File: src/rtl/if_stage.sv
// Instruction-fetch stage: owns the PC, drives the instruction-memory address,
// and holds the IF/ID pipeline register that feeds decode.
// Optional build macro IF_PERF_CNT_EN adds the fetch_cnt and bubble_cnt outputs.
module if_stage #(
    parameter logic [15:0] NOP_INSTR = 16'h0000,
    parameter logic [7:0]  RESET_PC  = 8'h00,
    localparam int unsigned AW = 8,
    localparam int unsigned IW = 16,
    localparam int unsigned CW = 16
) (
    input  logic          clk,
    input  logic          rst,
    input  logic          hazard,
    input  logic          B,
    input  logic [AW-1:0] Br_addr,
    output logic [AW-1:0] imem_addr,
    input  logic [IW-1:0] imem_rdata,
    output logic [IW-1:0] Instruction,
    output logic [AW-1:0] PC_out,
`ifdef IF_PERF_CNT_EN
    output logic [CW-1:0] fetch_cnt,
    output logic [CW-1:0] bubble_cnt,
`endif
    output logic          valid
);

    logic [AW-1:0] pc;
    logic [AW-1:0] pc_inc;

    // Sequential successor; wraps 8'hFF -> 8'h00 by construction.
    assign pc_inc    = pc + AW'(1);
    // The PC register drives memory directly, so hazard/B never reach the address combinationally.
    assign imem_addr = pc;

    // Program counter: redirect beats freeze beats sequential advance.
    always_ff @(posedge clk or negedge rst) begin
        if (!rst) begin
            pc <= RESET_PC;
        end else if (B) begin
            pc <= Br_addr;
        end else if (!hazard) begin
            pc <= pc_inc;
        end
    end

    // IF/ID register: flush on redirect (branch-cycle fetch is discarded), hold on freeze.
    always_ff @(posedge clk or negedge rst) begin
        if (!rst) begin
            Instruction <= NOP_INSTR;
            PC_out      <= '0;
            valid       <= 1'b0;
        end else if (B) begin
            Instruction <= NOP_INSTR;
            PC_out      <= '0;
            valid       <= 1'b0;
        end else if (!hazard) begin
            Instruction <= imem_rdata;
            PC_out      <= pc_inc;
            valid       <= 1'b1;
        end
    end

`ifdef IF_PERF_CNT_EN
    localparam logic [CW-1:0] CNT_MAX = '1;

    // Saturating counters: real loads versus redirect/freeze bubbles.
    always_ff @(posedge clk or negedge rst) begin
        if (!rst) begin
            fetch_cnt  <= '0;
            bubble_cnt <= '0;
        end else if (B || hazard) begin
            if (bubble_cnt != CNT_MAX) begin
                bubble_cnt <= bubble_cnt + CW'(1);
            end
        end else begin
            if (fetch_cnt != CNT_MAX) begin
                fetch_cnt <= fetch_cnt + CW'(1);
            end
        end
    end
`endif

endmodule

File: config.mk
export PLATFORM = sky130hd
export DESIGN_NAME = if_stage
export DESIGN_NICKNAME = d
export VERILOG_FILES = /design/src/rtl/if_stage.sv
export SDC_FILE = /design/constraint.sdc
export NUM_CORES = 1
export LEC_CHECK = 0
export CAP_MARGIN = 40
export CORE_MARGIN = 4
export CORE_UTILIZATION = 25
export DETAILED_ROUTE_END_ITERATION = 7
export PLACE_DENSITY = 0.61
export SLEW_MARGIN = 10
export SYNTH_ARGS = -nofsm -noshare
export SYNTH_HDL_FRONTEND = slang
export SYNTH_SLANG_ARGS = --single-unit
File: constraint.sdc
create_clock -name clk -period 2.43 [get_ports clk]
set_input_delay 0.486 -clock clk [delete_from_list [all_inputs] [get_ports clk]]
set_output_delay 0.486 -clock clk [all_outputs]
set_load 0.01 [all_outputs]
== Word-level counts from Yosys, hierarchy flattened ==
Index checks and enable logic that the tools add are counted.
Widths: inputs -> output; s select.

* Input port bits: 28
* Logic and storage cells: 13
* Output and inout bits: 33
* Bits in registers: 33

* Muxes and demuxes: 7
* Eq/ne operators: 1
* $add $sub $neg: 1

{| class="wikitable"
|+ Operators with widths
! cell !! number
|-
| $mux 16 || 2
|-
| $mux 8 || 3
|-
| $add 8x1->8 const B || 1
|-
| $mux 1 || 2
|-
| $ne 2x2->1 const B || 1
|}

== Depth between registers and ports, before layout ==
* Word-level depth: 3
* Depth in mapped cells: 5
* Depth with buffers taken out: 4

== Worst setup path after synthesis ==
No wires, ideal clock.

* Kind: flip-flop to flip-flop
* Start point: register pc[0], in the netlist imem_addr[0]
* End point: register PC_out[6]
* Buffers on the path: 0
* Cell stages (with the launch flop): 5
* Required time: 2.331 ns
* Arrival time: 1.385 ns
* Setup time: 0.099 ns
* Slack: 0.946 ns
* Period minus slack after synthesis: 1.484 ns
* Cells stage by stage: dfrtp_1 -> ha_1 -> nand4_1 -> or3_1 -> a311oi_1

* Word-level cells in the longest chain between the ends: 3

{| class="wikitable"
|+ RTL lines
! what !! line !! source
|-
| from (decl) || 27 || <nowiki>logic [AW-1:0] pc;</nowiki>
|-
| from (signal assigned) || 40 || <nowiki>pc <= Br_addr;</nowiki>
|-
| from (signal assigned) || 42 || <nowiki>pc <= pc_inc;</nowiki>
|-
| $add 8x1->8 || 31 || <nowiki>assign pc_inc = pc + AW'(1);</nowiki>
|-
| $mux 8 || 56 || <nowiki>end else if (!hazard) begin</nowiki>
|-
| $mux 8 || 52 || <nowiki>end else if (B) begin</nowiki>
|-
| to (signal assigned) || 58 || <nowiki>PC_out <= pc_inc;</nowiki>
|-
| to (decl) || 19 || <nowiki>output logic [AW-1:0] PC_out,</nowiki>
|}

No other way between the ends. The select of a mux whose other input is x is not followed.
A chain may end at the register's enable or synchronous reset.

== Worst setup path after layout ==
* Start point: register pc[2], in the netlist imem_addr[2]
* End point: output port imem_addr[2]

{| class="wikitable"
|+ RTL lines
! what !! line !! source
|-
| to (decl) || 16 || <nowiki>output logic [AW-1:0] imem_addr,</nowiki>
|}

No word-level cell between the ends.

==> out/results.txt <==
Area leader, netlist = dfrtp_1
Initial core utilization = 25.8%
Post-Synth XOR/XNOR Area = 2.87%
Initial DRC count = 119
Post-synth ARST share = 100%
Core box area = 5920 µm²
Vias = 1,280
Mapped Area = 1530 µm²
Hold Fails Final Rpt = 0
Ant diodes = 0
R2R depth = 4
Switching Fraction = 24.8%
Synth Area in Compound Gates = 11.0%
Synth Area in Adders = 0.820%
Critical Path Source Type = register
Synth Instances = 144
Post-route ant nets = 0
Distinct cells, synth = 34
Port Buffer Count = 60
Largest net degree at the start of global routing = 34
R2R setup slack = 780 ps
Final Cycle Share = 77.3%
Cell internal pwr = 1090 µW
Rel. slew slack = 49.1%
Final wirelength = 3.83 mm
Wirelength per Cell = 13.6 µm
Nets@finish = 235
Worst EP arrival = 1390 ps
Post-synth top flop = dfrtp_1
Yosys warnings = 0
P per Cell Area = 631 nW/µm²
Initial antenna violation count = 0
Vias/cell = 4.54
Post-synthesis sequential area ratio = 54.1%
CP max-delay cell = clkdlybuf4s50_1
Die height = 86.1 µm
Top-area cell type share of the netlist area = 54.1%
Buffers & Inverters on Critical Path = 1
Root Buffer Master = clkbuf_8
Non-Filler Instances = 282
Max VDD drop = 192 µV
Share of layout cells above drive strength 1 = 8.21%
Row Count = 28
Most common cell after layout, fill and taps aside = clkdlybuf4s50_1
I/O Pins = 61
Largest family of logic cells by synthesized area = simple AND/OR/NAND/NOR gates
Clk network pwr share = 36.3%
Number of synthesized flops with an enable pin = 0
Post-CTS sizing = 0
TritonCTS sink count = 33
Dominant cells by area after synthesis = dfrtp_1 (54%), mux2i_1 (10%), nor2_1 (6.4%)
Slew at the pin closest to its max-slew limit = 763 ps
Critical path type = reg -> out
Vias in the first global route = 1,256
Die area = 7420 µm²
RSZ-0062 raised after global routing = false
WP data required = 1940 ps
Net Switching = 360 µW
Max Cap Violations = 0
Global route total overflow = 0
Max stage delay on crit path = 610 ps
Post-CTS Setup Bufs = 0
Hold Buf Count CTS = 0
Final Max Tran Viols = 0
Critical-path cell list = clkdlybuf4s50_1
Status = complete, no violations
Area growth syn-to-layout = 50.6%
Critical path depth = 1
GPL Wtd Cong = 0.735
Sequential power share = 43.9%
Syn nets = 173
CP max FO = 7
Final Skew = 1.75 ps
Dpl cells = 274
Comb pwr share = 19.8%
TNS Setup = 0 ps
Final critical-path required period = 1880 ps
Crit-path leading delay family = buffers and inverters
TritonCTS clock tree = built
Portion of netlist area occupied by mux cells = 10.5%
Fmax = 532 MHz
Syn_area_per_cell = 10.6 µm²
Post-route DRC = 0
Filler Cell Count = 593
Synth Register Bits = 33
Total track usage = 11.0%
Clock slew seen by the registers of the worst setup and hold paths = 70 ps
Worst hold path class = in -> async
Global-route wire length before repair = 6.38 mm
CTS H-Tree Depth = 2
Die width = 86.1 µm
Worst setup EP type = output pin
Longest Clk Path Bufs = 2
Detail Placement HPWL = 2.81 mm
Synth Area in Simple Gates = 16.6%
Num CTS Buffers = 5
DR pass1 iterations = 4
Commonest cells after routing, fill and taps aside = clkdlybuf4s50_1 (58), dfrtp_1 (33), nor2_1 (26)
Worst skew pair latency = 280 ps
Pleak = 0.000986 µW
Final setup fails = 0
[per-layer routing]
layer	track usage (%)	wire length, µm	up-vias
li1	-	-	631
met5	0	0	-
met3	3.27	234	5
met2	17.2	1810	36
met1	14.2	1720	608
met4	4.32	61	0
[synthesized netlist by cell type, types with 2 or more instances]
library cell	n
buf_2	2
or3_1	3
o31a_2	2
nor4_1	2
xor2_1	4
clkbuf_1	3
inv_1	2
nand2_1	7
a211oi_1	2
mux2i_1	16
a31oi_1	3
nand4_1	2
buf_6	2
nand3_1	2
nand2b_1	3
nor2_1	26
or4_1	2
a311oi_1	2
o21ai_0	7
nor2b_1	3
a21oi_1	4
dfrtp_1	33
[kinds of logic after synthesis]
logic type	count (synthesis)
AOI/OAI and AO/OA	25
xor gates and xnor gates	5
adders and majority gates	1
buffers and inverters	11
DFF	33
muxes	16
and+or+nand+nor	53
[power groups by stage]
stage / logic (µW) / clock network (µW) / registers [µW]
after floorplan: 115 / 0 / 656
after global placement: 290 / 0 / 647
after detailed placement: 292 / 0 / 647
after CTS: 293 / 548 / 637
after global routing: 318 / 571 / 646
final: 287 / 526 / 636
[stage by stage]
| stage | power [µW] | util (%) | hold WS, ps | setup slack [ps] | area, µm² |
|---|---|---|---|---|---|
| finish | 1450 | 38.8 | 280 | 551 | 2300 |
| global placement | 937 | 36.9 | 475 | 732 | 2180 |
| CTS | 1480 | 38.8 | 305 | 536 | 2300 |
| floorplan | 771 | - | 190 | 946 | 1530 |
| detailed placement | 939 | 36.9 | 483 | 719 | 2180 |
| global route | 1530 | 38.8 | 329 | 465 | 2300 |
[final timing paths]
| kind | start | to |
|---|---|---|
| max in group asynchronous | rst | Instruction[4] |
| min in group clk | valid | valid |
| max | imem_addr[2] | imem_addr[2] |
| min | rst | PC_out[1] |
| min reg2reg | valid | valid |
| max reg2reg | imem_addr[0] | PC_out[6] |
[area by class of cell]
class                   instances  area, µm²  area share (%)
clock buffers                   7       86.3            3.76
clock inverters                 1       30.0            1.31
inverters                       3       11.3           0.490
multi-input cells             100        638            27.8
flip-flops and latches         33        826            35.9
well taps                      75       93.8            4.08
repair buffers                 63        613            26.7
[sequential cells by signal, indices dropped and copies added (netlist names)]
signal	flops
Instruction	16
PC_out	8
imem_addr	8
valid	1
No activity file was read; power rests on OpenSTA's default activity.
